$ cat src/rtl/sumador_vuelto_param.sv
// Vending credit/change controller: credits coins, vends on sufficient credit, pays change greedily.
// Registered outputs, 1-cycle response; change coins held stable on coin_out_valid until coin_out_ready.
module sumador_vuelto_param #(
    parameter int unsigned         W          = 12,
    parameter int unsigned         N_PROD     = 4,
    parameter logic [N_PROD*W-1:0] PRICES     = {12'd700, 12'd500, 12'd400, 12'd300},
    parameter int unsigned         COIN_V0    = 25,
    parameter int unsigned         COIN_V1    = 50,
    parameter int unsigned         COIN_V2    = 100,
    parameter int unsigned         COIN_V3    = 500,
    parameter int unsigned         MAX_CREDIT = 2000
) (
    input  logic         clk,
    input  logic         rst,
    input  logic         coin_valid,
    input  logic [1:0]   coin_sel,
    input  logic         sel_valid,
    input  logic [2:0]   sel,
    input  logic         cancel,
    output logic [W-1:0] credito,
    output logic [W-1:0] vuelto,
    output logic         producto_valid,
    output logic [2:0]   producto_sel,
    output logic         fallo,
    output logic         coin_reject,
    output logic         coin_out_valid,
    output logic [1:0]   coin_out_sel,
    input  logic         coin_out_ready,
    output logic         busy
);

    typedef enum logic {IDLE = 1'b0, CHANGE = 1'b1} state_t;

    localparam logic [W-1:0] CV0   = W'(COIN_V0);
    localparam logic [W-1:0] CV1   = W'(COIN_V1);
    localparam logic [W-1:0] CV2   = W'(COIN_V2);
    localparam logic [W-1:0] CV3   = W'(COIN_V3);
    localparam logic [W:0]   MAX_C = (W+1)'(MAX_CREDIT);

    function automatic logic [W-1:0] coin_value(input logic [1:0] idx);
        case (idx)
            2'd0:    return CV0;
            2'd1:    return CV1;
            2'd2:    return CV2;
            default: return CV3;
        endcase
    endfunction

    // Largest coin that still fits; 0 when nothing fits (valid is low then anyway).
    function automatic logic [1:0] pick_coin(input logic [W-1:0] r);
        if (r >= CV3)      return 2'd3;
        else if (r >= CV2) return 2'd2;
        else if (r >= CV1) return 2'd1;
        else               return 2'd0;
    endfunction

    state_t       state_q, state_d;
    logic [W-1:0] credito_q, credito_d, vuelto_q, vuelto_d, remaining_q, remaining_d;
    logic         producto_valid_q, producto_valid_d, fallo_q, fallo_d;
    logic         coin_reject_q, coin_reject_d, coin_out_valid_q, coin_out_valid_d;
    logic         busy_q, busy_d;
    logic [2:0]   producto_sel_q, producto_sel_d;
    logic [1:0]   coin_out_sel_q, coin_out_sel_d;

    logic [W-1:0] price;
    logic         sel_ok;
    logic [W:0]   coin_sum;
    logic [W-1:0] credito_pre, rem_pre;
    logic         go_change;

    always_comb begin
        price  = '0;
        sel_ok = 1'b0;
        for (int i = 0; i < int'(N_PROD); i++) begin
            if (sel == 3'(i)) begin
                price  = PRICES[i*W +: W];
                sel_ok = 1'b1;
            end
        end
    end

    assign coin_sum = {1'b0, credito_q} + {1'b0, coin_value(coin_sel)};

    always_ff @(posedge clk) begin
        if (rst) begin
            state_q          <= IDLE;
            credito_q        <= '0;
            vuelto_q         <= '0;
            remaining_q      <= '0;
            producto_valid_q <= 1'b0;
            producto_sel_q   <= '0;
            fallo_q          <= 1'b0;
            coin_reject_q    <= 1'b0;
            coin_out_valid_q <= 1'b0;
            coin_out_sel_q   <= '0;
            busy_q           <= 1'b0;
        end else begin
            state_q          <= state_d;
            credito_q        <= credito_d;
            vuelto_q         <= vuelto_d;
            remaining_q      <= remaining_d;
            producto_valid_q <= producto_valid_d;
            producto_sel_q   <= producto_sel_d;
            fallo_q          <= fallo_d;
            coin_reject_q    <= coin_reject_d;
            coin_out_valid_q <= coin_out_valid_d;
            coin_out_sel_q   <= coin_out_sel_d;
            busy_q           <= busy_d;
        end
    end

    // Event decode: what this cycle's inputs do to credit and the amount still owed.
    always_comb begin
        go_change        = 1'b0;
        rem_pre          = remaining_q;
        credito_pre      = credito_q;
        vuelto_d         = vuelto_q;
        producto_valid_d = 1'b0;
        producto_sel_d   = producto_sel_q;
        fallo_d          = 1'b0;
        coin_reject_d    = 1'b0;
        if (state_q == IDLE) begin
            if (cancel) begin
                coin_reject_d = coin_valid;
                vuelto_d      = credito_q;
                rem_pre       = credito_q;
                credito_pre   = '0;
                go_change     = 1'b1;
            end else if (sel_valid) begin
                coin_reject_d = coin_valid;
                if (sel_ok && (credito_q >= price)) begin
                    producto_valid_d = 1'b1;
                    producto_sel_d   = sel;
                    vuelto_d         = credito_q - price;
                    rem_pre          = credito_q - price;
                    credito_pre      = '0;
                    go_change        = 1'b1;
                end else begin
                    fallo_d = 1'b1;
                end
            end else if (coin_valid) begin
                if (coin_sum <= MAX_C) credito_pre   = coin_sum[W-1:0];
                else                   coin_reject_d = 1'b1;
            end
        end else begin
            coin_reject_d = coin_valid;
            fallo_d       = sel_valid;
            go_change     = 1'b1;
            if (coin_out_valid_q && coin_out_ready)
                rem_pre = remaining_q - coin_value(coin_out_sel_q);
        end
    end

    always_comb begin
        state_d = IDLE;
        if (go_change && (rem_pre >= CV0)) state_d = CHANGE;
    end

    // A residue too small for any coin goes back into credit instead of being paid.
    always_comb begin
        credito_d        = credito_pre;
        remaining_d      = '0;
        if (go_change && (rem_pre < CV0)) credito_d = credito_pre + rem_pre;
        if (state_d == CHANGE) remaining_d = rem_pre;
        coin_out_valid_d = (state_d == CHANGE);
        busy_d           = (state_d == CHANGE);
        coin_out_sel_d   = pick_coin(remaining_d);
    end

    assign credito        = credito_q;
    assign vuelto         = vuelto_q;
    assign producto_valid = producto_valid_q;
    assign producto_sel   = producto_sel_q;
    assign fallo          = fallo_q;
    assign coin_reject    = coin_reject_q;
    assign coin_out_valid = coin_out_valid_q;
    assign coin_out_sel   = coin_out_sel_q;
    assign busy           = busy_q;

endmodule

$ cat config.mk
export PLATFORM = sky130hd
export DESIGN_NAME = sumador_vuelto_param
export DESIGN_NICKNAME = d
export VERILOG_FILES = /design/src/rtl/sumador_vuelto_param.sv
export SDC_FILE = /design/constraint.sdc
export NUM_CORES = 1
export LEC_CHECK = 0
export CAP_MARGIN = 20
export CORE_ASPECT_RATIO = 1.25
export CORE_MARGIN = 2
export CORE_UTILIZATION = 53
export DETAILED_ROUTE_END_ITERATION = 10
export PLACE_DENSITY_LB_ADDON = 0.3
export SETUP_SLACK_MARGIN = 0.1
export SLEW_MARGIN = 20
export SYNTH_ARGS = -nofsm -noshare
export SYNTH_HDL_FRONTEND = slang
export SYNTH_SLANG_ARGS = --single-unit
export TNS_END_PERCENT = 50
$ cat constraint.sdc
create_clock -name clk -period 6.2 [get_ports clk]
set_input_delay 1.24 -clock clk [delete_from_list [all_inputs] [get_ports clk]]
set_output_delay 1.24 -clock clk [all_outputs]
set_load 0.01 [all_outputs]
# ---- Word-level counts from Yosys, hierarchy flattened
# Index checks and enable logic that the tools add are counted.
dict set report op_classes {
  eq_ne 7
  n_mux 45
  order_cmp 7
  bitwise_logic 2
  reduce_logical 12
  addsub 4
}
# op count
set ops {}
lappend ops {{$mux W12} 19}
lappend ops {{$pmux W9 S3} 2}
lappend ops {{$mux W9} 3}
lappend ops {{$sub A12 B12 Y12} 2}
lappend ops {{$mux W1} 19}
lappend ops {{$add A12 B12 Y13} 1}
lappend ops {{$le A13 B11 Y1 const B} 1}
lappend ops {{$add A12 B12 Y12} 1}
lappend ops {{$ge A12 B12 Y1} 1}
lappend ops {{$ge A12 B5 Y1 const B} 1}
lappend ops {{$ge A12 B6 Y1 const B} 1}
lappend ops {{$ge A12 B7 Y1 const B} 1}
lappend ops {{$ge A12 B9 Y1 const B} 1}
lappend ops {{$lt A12 B5 Y1 const B} 1}
lappend ops {{$eq A3 B2 Y1 const B} 2}
lappend ops {{$eq A2 B1 Y1 const B} 2}
lappend ops {{$eq A2 B2 Y1 const B} 2}
lappend ops {{$logic_and A1 B1 Y1} 4}
lappend ops {{$logic_not A2 Y1} 2}
lappend ops {{$mux W2} 2}
lappend ops {{$reduce_and A4 Y1} 1}
lappend ops {{$reduce_bool A2 Y1} 2}
lappend ops {{$eq A3 B1 Y1 const B} 1}
lappend ops {{$logic_not A3 Y1} 1}
lappend ops {{other kinds (3)} 4}
dict set report word_totals {
  output_inout_bits 34
  ff_bits 45
  inputBits 11
  word_cells 86
}

# ---- Depth between registers and ports, before layout
# Gate-level depths: netlist of run 1.
dict set report logic_depth {
  depth_word 19
  ltp_mapped 25
  depth_no_buf 24
}

# ---- Worst setup path before layout of run 1
# Ideal clock, no wire load.
dict set report synth_timing {
  path_kind {input to register}
  from {in sel[2]}
  to {reg credito_q[10], in the netlist credito[10]}
  arrival_time_ps 6033
  n_path_buf 1
  required_ps 6125
  setup_slack_ps 92
  setup_ps 75
  cell_stages 23
  path_cell_list {or3b_2 -> nand2_1 -> inv_1 -> ha_1 -> nand4_2 -> a2111oi_4 -> a211oi_2 -> buf_6 -> a31oi_1 -> nand2_1 -> a311oi_2 -> o32ai_1 -> ha_1 -> fa_1 -> a21o_1 -> a21oi_1 -> o21ai_0 -> o41ai_1 -> o21bai_1 -> a21oi_1 -> xnor2_1 -> nand3_1 -> o22ai_1}
}
dict set report synth_via {
  elab_chain_cells 14
  word_cells_on_any_way 31
  classes_between {add/sub: 2; order compare: 2; eq/ne: 3; mux: 21; reduce/logical: 3}
}
# item line
set synth_rtl {}
lappend synth_rtl {{start, declared} 18} ;# input logic [2:0] sel,
lappend synth_rtl {{$logic_not A3 Y1} 75} ;# if (sel == 3'(i)) begin
lappend synth_rtl {{$mux W9 (3 in a row)} 75}
lappend synth_rtl {{$mux W12} 75}
lappend synth_rtl {{$ge A12 B12 Y1} 131} ;# if (sel_ok && (credito_q >= price)) begin
lappend synth_rtl {{$logic_and A1 B1 Y1} 131}
lappend synth_rtl {{$mux W12} 131}
lappend synth_rtl {{$mux W12} 129} ;# end else if (sel_valid) begin
lappend synth_rtl {{$mux W12} 123} ;# if (cancel) begin
lappend synth_rtl {{$mux W12} 122} ;# if (state_q == IDLE) begin
lappend synth_rtl {{$lt A12 B5 Y1} 163} ;# if (go_change && (rem_pre < CV0)) credito_d = credito_pre + rem_pre;
lappend synth_rtl {{$logic_and A1 B1 Y1} 163}
lappend synth_rtl {{$mux W12 (*)} 163}
lappend synth_rtl {{end signal, assigned} 99} ;# credito_q <= credito_d;
lappend synth_rtl {{end, declared} 58} ;# logic [W-1:0] credito_q, credito_d, vuelto_q, vuelto_d, remaining_q, remaining_d;
# Mark *: on every way between the ends. The rest lies on a longest branch, timed or not.
# A chain may end at the register's enable or synchronous reset.

# ---- Final worst setup path of run 1
dict set report layout_timing {
  from {in coin_sel[0]}
  to {reg credito_q[10], in the netlist credito[10]}
}
dict set report layout_via {
  elab_chain_cells 11
  word_cells_on_any_way 13
  classes_between {add/sub: 2; order compare: 1; eq/ne: 2; mux: 7; reduce/logical: 1}
}
# item line
set layout_rtl {}
lappend layout_rtl {{start, declared} 16} ;# input logic [1:0] coin_sel,
lappend layout_rtl {{$eq A2 B2 Y1, or another cell as far along} 41} ;# case (idx)
lappend layout_rtl {{$pmux W9 S3 (*)} 41}
lappend layout_rtl {{$add A12 B12 Y13 (*)} 82} ;# assign coin_sum = {1'b0, credito_q} + {1'b0, coin_value(coin_sel)};
lappend layout_rtl {{$le A13 B11 Y1} 142} ;# if (coin_sum <= MAX_C) credito_pre = coin_sum[W-1:0];
lappend layout_rtl {{$mux W12 (*)} 142}
lappend layout_rtl {{$mux W12 (*)} 141} ;# end else if (coin_valid) begin
lappend layout_rtl {{$mux W12 (*)} 129}
lappend layout_rtl {{$mux W12 (*)} 123}
lappend layout_rtl {{$mux W12 (*)} 122}
lappend layout_rtl {{$add A12 B12 Y12} 163}
lappend layout_rtl {{$mux W12 (*)} 163}
# Marked as above.

==> qor.yml, run 1 <==
status:
  status: "finished with violations"
  violations: "DRC"
critical_path:
  timing.rr.end: "credito[10]"
  crit_slowest_cell: "clkdlybuf4s50_1"
  worstReg2RegStart: "credito[1]"
  cp_common_cell: "buf_4"
  cp-end-kind: "flip-flop"
  worstRegToRegCells: 21
  start_kind: "primary input"
  path_max_fanout: 4
  rrSetupSlack_ns: 1.23
  worstPathArrival_ns: 6.18
  path_delay_family: "compound AO/OA/AOI/OAI gates"
  critPathKind: "primary input to flip-flop"
  crit_start: "coin_sel[0]"
  cpPeakStageDelay_ns: 0.47
  critPathBufInv: 6
  crit_required_ns: 6.45
cts:
  numCtsBuffers: 5
  postCtsHoldBufs: 0
  cts_tree: "yes"
  cts-htree-levels: 2
  worstSkewPairLatency_ns: 0.32
  clk_path_buf_depth: 2
  path_clk_slew_ns: 0.10
  root_buffer: "clkbuf_8"
  clkSinkCount: 45
logic_synthesis:
  netlist_top_cells_area: "dfxtp_1, ha_1, a21oi_1"
  ys_ff_latch: 45
  yosys.area.top_type: "dfxtp_1"
  yosys_warnings: 0
  ys_seq_area_frac: 0.203
  synth_top_family_by_area: "compound AO/OA/AOI/OAI gates"
  synth.distinct_cells: 79
  synthAdderAreaFrac: 0.123
  synthMuxAreaShare: 0.00706
  mappedNetlistNets: 635
  avgSynthCellArea_um2: 7.60
  synth_ff_type: "dfxtp_1"
  synthXorXnorAreaFrac: 0.0573
  syn_area_um2: 4430
  synth-simple-area-share: 0.215
  synth-edff-count: 0
  synth_async_sr_flop_share: 0
  synth_top_area_share: 0.203
  synth_cells: 583
  synth_compound_area_frac: 0.341
power_and_ir_drop:
  combPwrFrac: 0.725
  internal-power_mw: 1.39
  p_sw_mw: 1.37
  peakVddDrop_v: 0.000303
  switching_share: 0.495
  p_seq_frac: 0.171
  clockPowerShare: 0.104
  p_per_area_nw_per_um2: 471
  p_leak_nw: 2.49
sta:
  finalSetupViolCount: 0
  hold_viol: 0
  grt_setup_unrepaired: "no"
  worst_clock_skew_ns: 0.00470
  clock.fmax_mhz: 169
  max-slew-margin-rel: 0.441
  min_period_ns: 5.93
  tns_ns: 0
  max_slew.worst_pin.slew_ns: 0.817
  maxSlewViolCount: 0
  finalCritPeriodShare: 0.956
finish:
  final_cells: 789
  finish.utilization: 0.716
  area_delta_synth_final_pct: 32.5
  final_common_cell: "buf_4"
  drive_above_1_share: 0.215
  n_antenna_cell: 0
  final_cell_mix: "buf_4, nand2_1, nor2_1"
  fin_nets: 743
global_routing:
  grt_pass1_vias: 5010
  grt-ovfl-total: 0
  grt_max_degree: 31
  antenna_found_initial: 0
  groute.usage.overall: 0.335
  grt_pass1_wl_um: 24000
place:
  dpl.cell_count: 776
  io_buffers: 44
  dp_hpwl_um: 11600
  gp_congestion: 0.978
floorplanning:
  die_area_um2: 9110
  dieWidth_um: 85.8
  ios: 45
  die_y_um: 106
  start_util: 0.541
  num_rows: 37
  core_um2: 8190
route:
  vias: 5137
  ant_nets: 0
  drtPass1Iterations: 9
  drt-initial-drc-count: 390
  avgRoutedWirePerCell_um: 20.0
  drc: 2
  routed_via_density: 6.51
  routed_wl_um: 15800
job:
  max_cap_violations: 0
min_path:
  min_path_cells: 2
  hold_end: "producto_sel[1]"
  hold_path_startpoint: "producto_sel[1]"
  hold_class: "flip-flop to flip-flop"
## cell families (layout without fill, tap and decap cells)
logic type,Yosys count,in the layout
compound gates,207,207
xor+xnor,29,29
fa+ha+maj,41,41
buf+inv,60,169
flops,45,45
mux,3,3
simple gates,198,198
## power by group through the flow
stage / combinational, mW / sequential (mW) / clock, mW
6_report: 2.00 / 0.473 / 0.287
5_1_grt: 2.14 / 0.472 / 0.295
4_1_cts: 1.86 / 0.464 / 0.286
3_5_place_dp: 1.84 / 0.470 / 0
3_3_place_gp: 1.79 / 0.469 / 0
2_1_floorplan: 1.20 / 0.439 / 0
## registers in the layout (all words and copies together), names as in the netlist
signal and count:
producto_valid 1, coin_reject 1, coin_out_sel 2, fallo 1, producto_sel 3, busy 1
vuelto 12, remaining_q 12, credito 12
## metrics by stage
step / setup WS (ns) / hold WS (ns) / power (mW) / area, µm²
finish: 0.273 / 0.468 / 2.76 / 5870
global placement: -0.0539 / 0.446 / 2.26 / 5480
global route: 0.0173 / 0.497 / 2.91 / 5870
detailed placement: -0.249 / 0.454 / 2.31 / 5480
floorplan: 0.157 / 0.481 / 1.63 / 4450
CTS: 0.0921 / 0.467 / 2.61 / 5630
## worst reg2reg max path, delay by kind of cell, from the launching register on
family          cells  cell delay, ns
buf+inv             3            0.50
fa+ha+maj           2            0.67
xor+xnor            1            0.14
simple gates        2            0.17
flops               1            0.70
compound gates     13            2.73
## cell usage after synthesis, types with 4 or more instances
cell	n
nor4_1	4
o211ai_1	4
o2111ai_1	6
a21oi_1	48
ha_1	37
nand2b_1	4
a211oi_1	15
nand4_1	4
nor3_1	23
nor2_1	58
clkbuf_1	20
nand2_1	57
nand3_1	12
and2_1	5
fa_1	4
o21ai_0	29
o22ai_1	4
or2_2	5
dfxtp_1	45
o32ai_1	10
o31a_1	4
a21o_1	15
xnor2_1	20
o21a_1	9
xor2_1	9
a31oi_1	5
nor2b_1	10
o21bai_1	5
o21ai_1	9
o41ai_1	4
inv_1	34
## area by class of cell
| cell class | count | area (µm²) |
|---|---|---|
| clock buffer | 5 | 68.8 |
| clock inverter | 3 | 68.8 |
| fill | 642 | 2330 |
| inverter | 34 | 128 |
| multi-input combinational | 478 | 3510 |
| sequential | 45 | 901 |
| tap | 97 | 121 |
| timing repair buffer | 127 | 1070 |
## repair_timing
action / in CTS / in global routing
gates resized for setup: 2 / 44
pin swaps: 0 / 27
endpoints found under the setup margin: 2 / 5
endpoints found under the hold margin: 0 / 0
buffers inserted: 0 / 5
## worst max path at each step
stage | to | slack, ns | cells after the start
6_report | credito[10] | 0.27 | 25
3_3_place_gp | credito[10] | -0.05 | 23
4_1_cts | credito[10] | 0.09 | 23
5_1_grt | credito[10] | 0.02 | 24
2_1_floorplan | credito[10] | 0.16 | 23
3_5_place_dp | credito[10] | -0.25 | 24
## per-layer routing
| metal | wire (µm) | global-route usage | share of wire | vias to the layer above |
|---|---|---|---|---|
| met1 | 6100 | 0.393 | 0.39 | 2413 |
| met5 | 0 | 0 | 0 | - |
| met4 | 1070 | 0.235 | 0.068 | 0 |
| li1 | - | - | - | 2376 |
| met2 | 7610 | 0.560 | 0.48 | 261 |
| met3 | 1030 | 0.0419 | 0.065 | 87 |
Power figures use the tool's default switching activity.
==> run 2: changes to the inputs <==
--- a/config.mk
+++ b/config.mk
@@ -5,12 +5,11 @@
 export SDC_FILE = /design/constraint.sdc
 export NUM_CORES = 1
 export LEC_CHECK = 0
-export CAP_MARGIN = 20
 export CORE_ASPECT_RATIO = 1.25
 export CORE_MARGIN = 2
 export CORE_UTILIZATION = 53
 export DETAILED_ROUTE_END_ITERATION = 10
-export PLACE_DENSITY_LB_ADDON = 0.3
+export PLACE_DENSITY = 0.89
 export SETUP_SLACK_MARGIN = 0.1
 export SLEW_MARGIN = 20
 export SYNTH_ARGS = -nofsm -noshare
==> run 2 against run 1 <==
  * The flow still finishes with violations (DRC)
  * Combinational power is essentially flat
  * Final area shrank 1.8%
  * First-iteration DRC count grew 17%
  * Clock skew is essentially flat
  * Sequential cell count is the same
  * Maximum frequency shrank 2.9%
  * Sequential power shrank 1%
  * Power shrank 1.3%
==> qor.yml, run 2 (synthesis results as in run 1) <==
status:
  status: "finished with violations"
  violations: "DRC"
route:
  routed.top_layer: "met4"
  dr_wl_met2_um: 7780
  ant_nets: 0
  met3_length_um: 1420
  routed_via_density: 6.72
  vias: 5279
  drtPass1Iterations: 10
  wl_met1_um: 5750
  routed_wl_um: 16100
  drt-initial-drc-count: 457
  avgRoutedWirePerCell_um: 20.6
  drc: 2
sta:
  worst_clock_skew_ns: 0.00511
  maxSlewViolCount: 0
  hold_slack_ns: 0.471
  layout_setup_ws_ns: 0.0938
  min_period_ns: 6.11
  finalSetupViolCount: 0
  hold_viol: 0
  grt_setup_unrepaired: "yes"
  tns_ns: 0
  clock.fmax_mhz: 164
  finalCritPeriodShare: 0.985
  max-slew-margin-rel: 0.504
  max_slew.worst_pin.slew_ns: 0.741
floorplanning:
  dieWidth_um: 85.8
  num_rows: 37
  core_um2: 8190
  ios: 45
  die_y_um: 106
  die_area_um2: 9110
  start_util: 0.541
critical_path:
  crit_chain: "clkdlybuf4s50_1 > buf_6 > nor2b_2 > inv_1 > nand2_1 > ha_1 > nand4bb_1 > a2111oi_4 > a211oi_2 > a31oi_2 > nand2_1 > a311oi_4 > o32ai_2 > buf_4 > fa_2 > a21o_1 > a21oi_2 > o21ai_2 > o41ai_2 > o21bai_1 > a21oi_1 > xnor2_1 > nand3_1 > o22ai_1"
  path_delay_family: "compound AO/OA/AOI/OAI gates"
  cp-end-kind: "flip-flop"
  cp_common_cell: "nand2_1"
  critPathKind: "primary input to flip-flop"
  cpPeakStageDelay_ns: 0.50
  crit_slowest_cell: "clkdlybuf4s50_1"
  worstPathArrival_ns: 6.35
  crit_required_ns: 6.45
  critPathBufInv: 4
  start_kind: "primary input"
  path_max_fanout: 7
  rrSetupSlack_ns: 1.10
finish:
  multi_input_area_um2: 3440
  register_area_um2: 901
  final_common_cell: "buf_4"
  nFillCells: 614
  final_cell_mix: "buf_4, nor2_1, nand2_1"
  area_delta_synth_final_pct: 30.1
  final_area_um2: 5760
  fin_nets: 738
  drive_above_1_share: 0.197
  finish.utilization: 0.703
power_and_ir_drop:
  internal-power_mw: 1.37
  p_sw_mw: 1.36
  p_seq_frac: 0.172
  combPwrFrac: 0.727
  clockPowerShare: 0.101
  peakVddDrop_v: 0.000259
  switching_share: 0.499
  p_per_area_nw_per_um2: 473
  p_leak_nw: 2.46
global_routing:
  grt-ovfl-total: 0
  antenna_found_initial: 0
  grt_pass1_vias: 4992
  groute.usage.overall: 0.335
  grt_max_degree: 31
  grt_pass1_wl_um: 24100
cts:
  worstSkewPairLatency_ns: 0.32
  cts_tree: "yes"
  clk_path_buf_depth: 2
  root_buffer: "clkbuf_8"
  clkSinkCount: 45
  numCtsBuffers: 5
  cts-htree-levels: 2
  path_clk_slew_ns: 0.09
job:
  max_cap_violations: 0
place:
  placed_cell_area_um2: 5420
  io_buffers: 44
  pre_cts_ws_ns: -0.324
  dp_hpwl_um: 11600
  gp_congestion: 1.00
min_path:
  hold_class: "flip-flop to flip-flop"
-- run 2: worst reg2reg max path, delay by kind of cell (launching register included) --
family	cells	cell delay [ns]
XOR/XNOR	1	0.15
buffers and inverters	2	0.34
adder cells (fa/ha/maj)	2	0.77
AND/OR/NAND/NOR	2	0.20
flip-flops	1	0.62
AO/OA/AOI/OAI	13	2.95
-- run 2: layout make-up --
| cell class | count | share of cell area |
|---|---|---|
| well taps | 97 | 0.0211 |
| diodes | 1 | 0.000434 |
| clock buffers | 5 | 0.0119 |
| flip-flops and latches | 45 | 0.156 |
| inverters | 34 | 0.0221 |
| clock inverters | 3 | 0.0113 |
| repair buffers | 122 | 0.181 |
| multi-input cells | 478 | 0.596 |
-- run 2: per-layer routing --
metal | vias to the layer above | GRT usage
li1 | 2373 | -
met1 | 2445 | 0.380
met2 | 355 | 0.562
met3 | 106 | 0.0551
met4 | 0 | 0.243
met5 | - | 0
-- run 2: path summary, 6_finish.rpt --
| kind | depth (start not counted) | endpoint | startpoint |
|---|---|---|---|
| worst max-delay path | 24 | credito[10] | sel[2] |
| worst min-delay path | 2 | producto_sel[0] | producto_sel[0] |
| worst max register to register | 20 | credito[10] | credito[2] |
| worst min register to register | 2 | producto_sel[0] | producto_sel[0] |
-- run 2: repair_timing --
item | in CTS | in global routing
endpoints found under the setup margin | 3 | 5
resized for setup | 8 | 30
hold buffers | 0 | 0
setup buffers | 0 | 8
pin swaps | 0 | 26
-- run 2: metrics by stage --
step	cells	power [mW]
after global routing	784	2.86
after detailed placement	768	2.30
after floorplan	583	1.63
after CTS	776	2.59
after global placement	768	2.24
final	785	2.73
-- run 2: power groups by stage --
stage               sequential, mW  combinational [mW]  clock, mW
detailed placement           0.464                1.83          0
CTS                          0.459                1.86      0.275
floorplan                    0.439                1.20          0
global placement             0.462                1.78          0
finish                       0.468                1.98      0.276
global route                 0.470                2.11      0.284
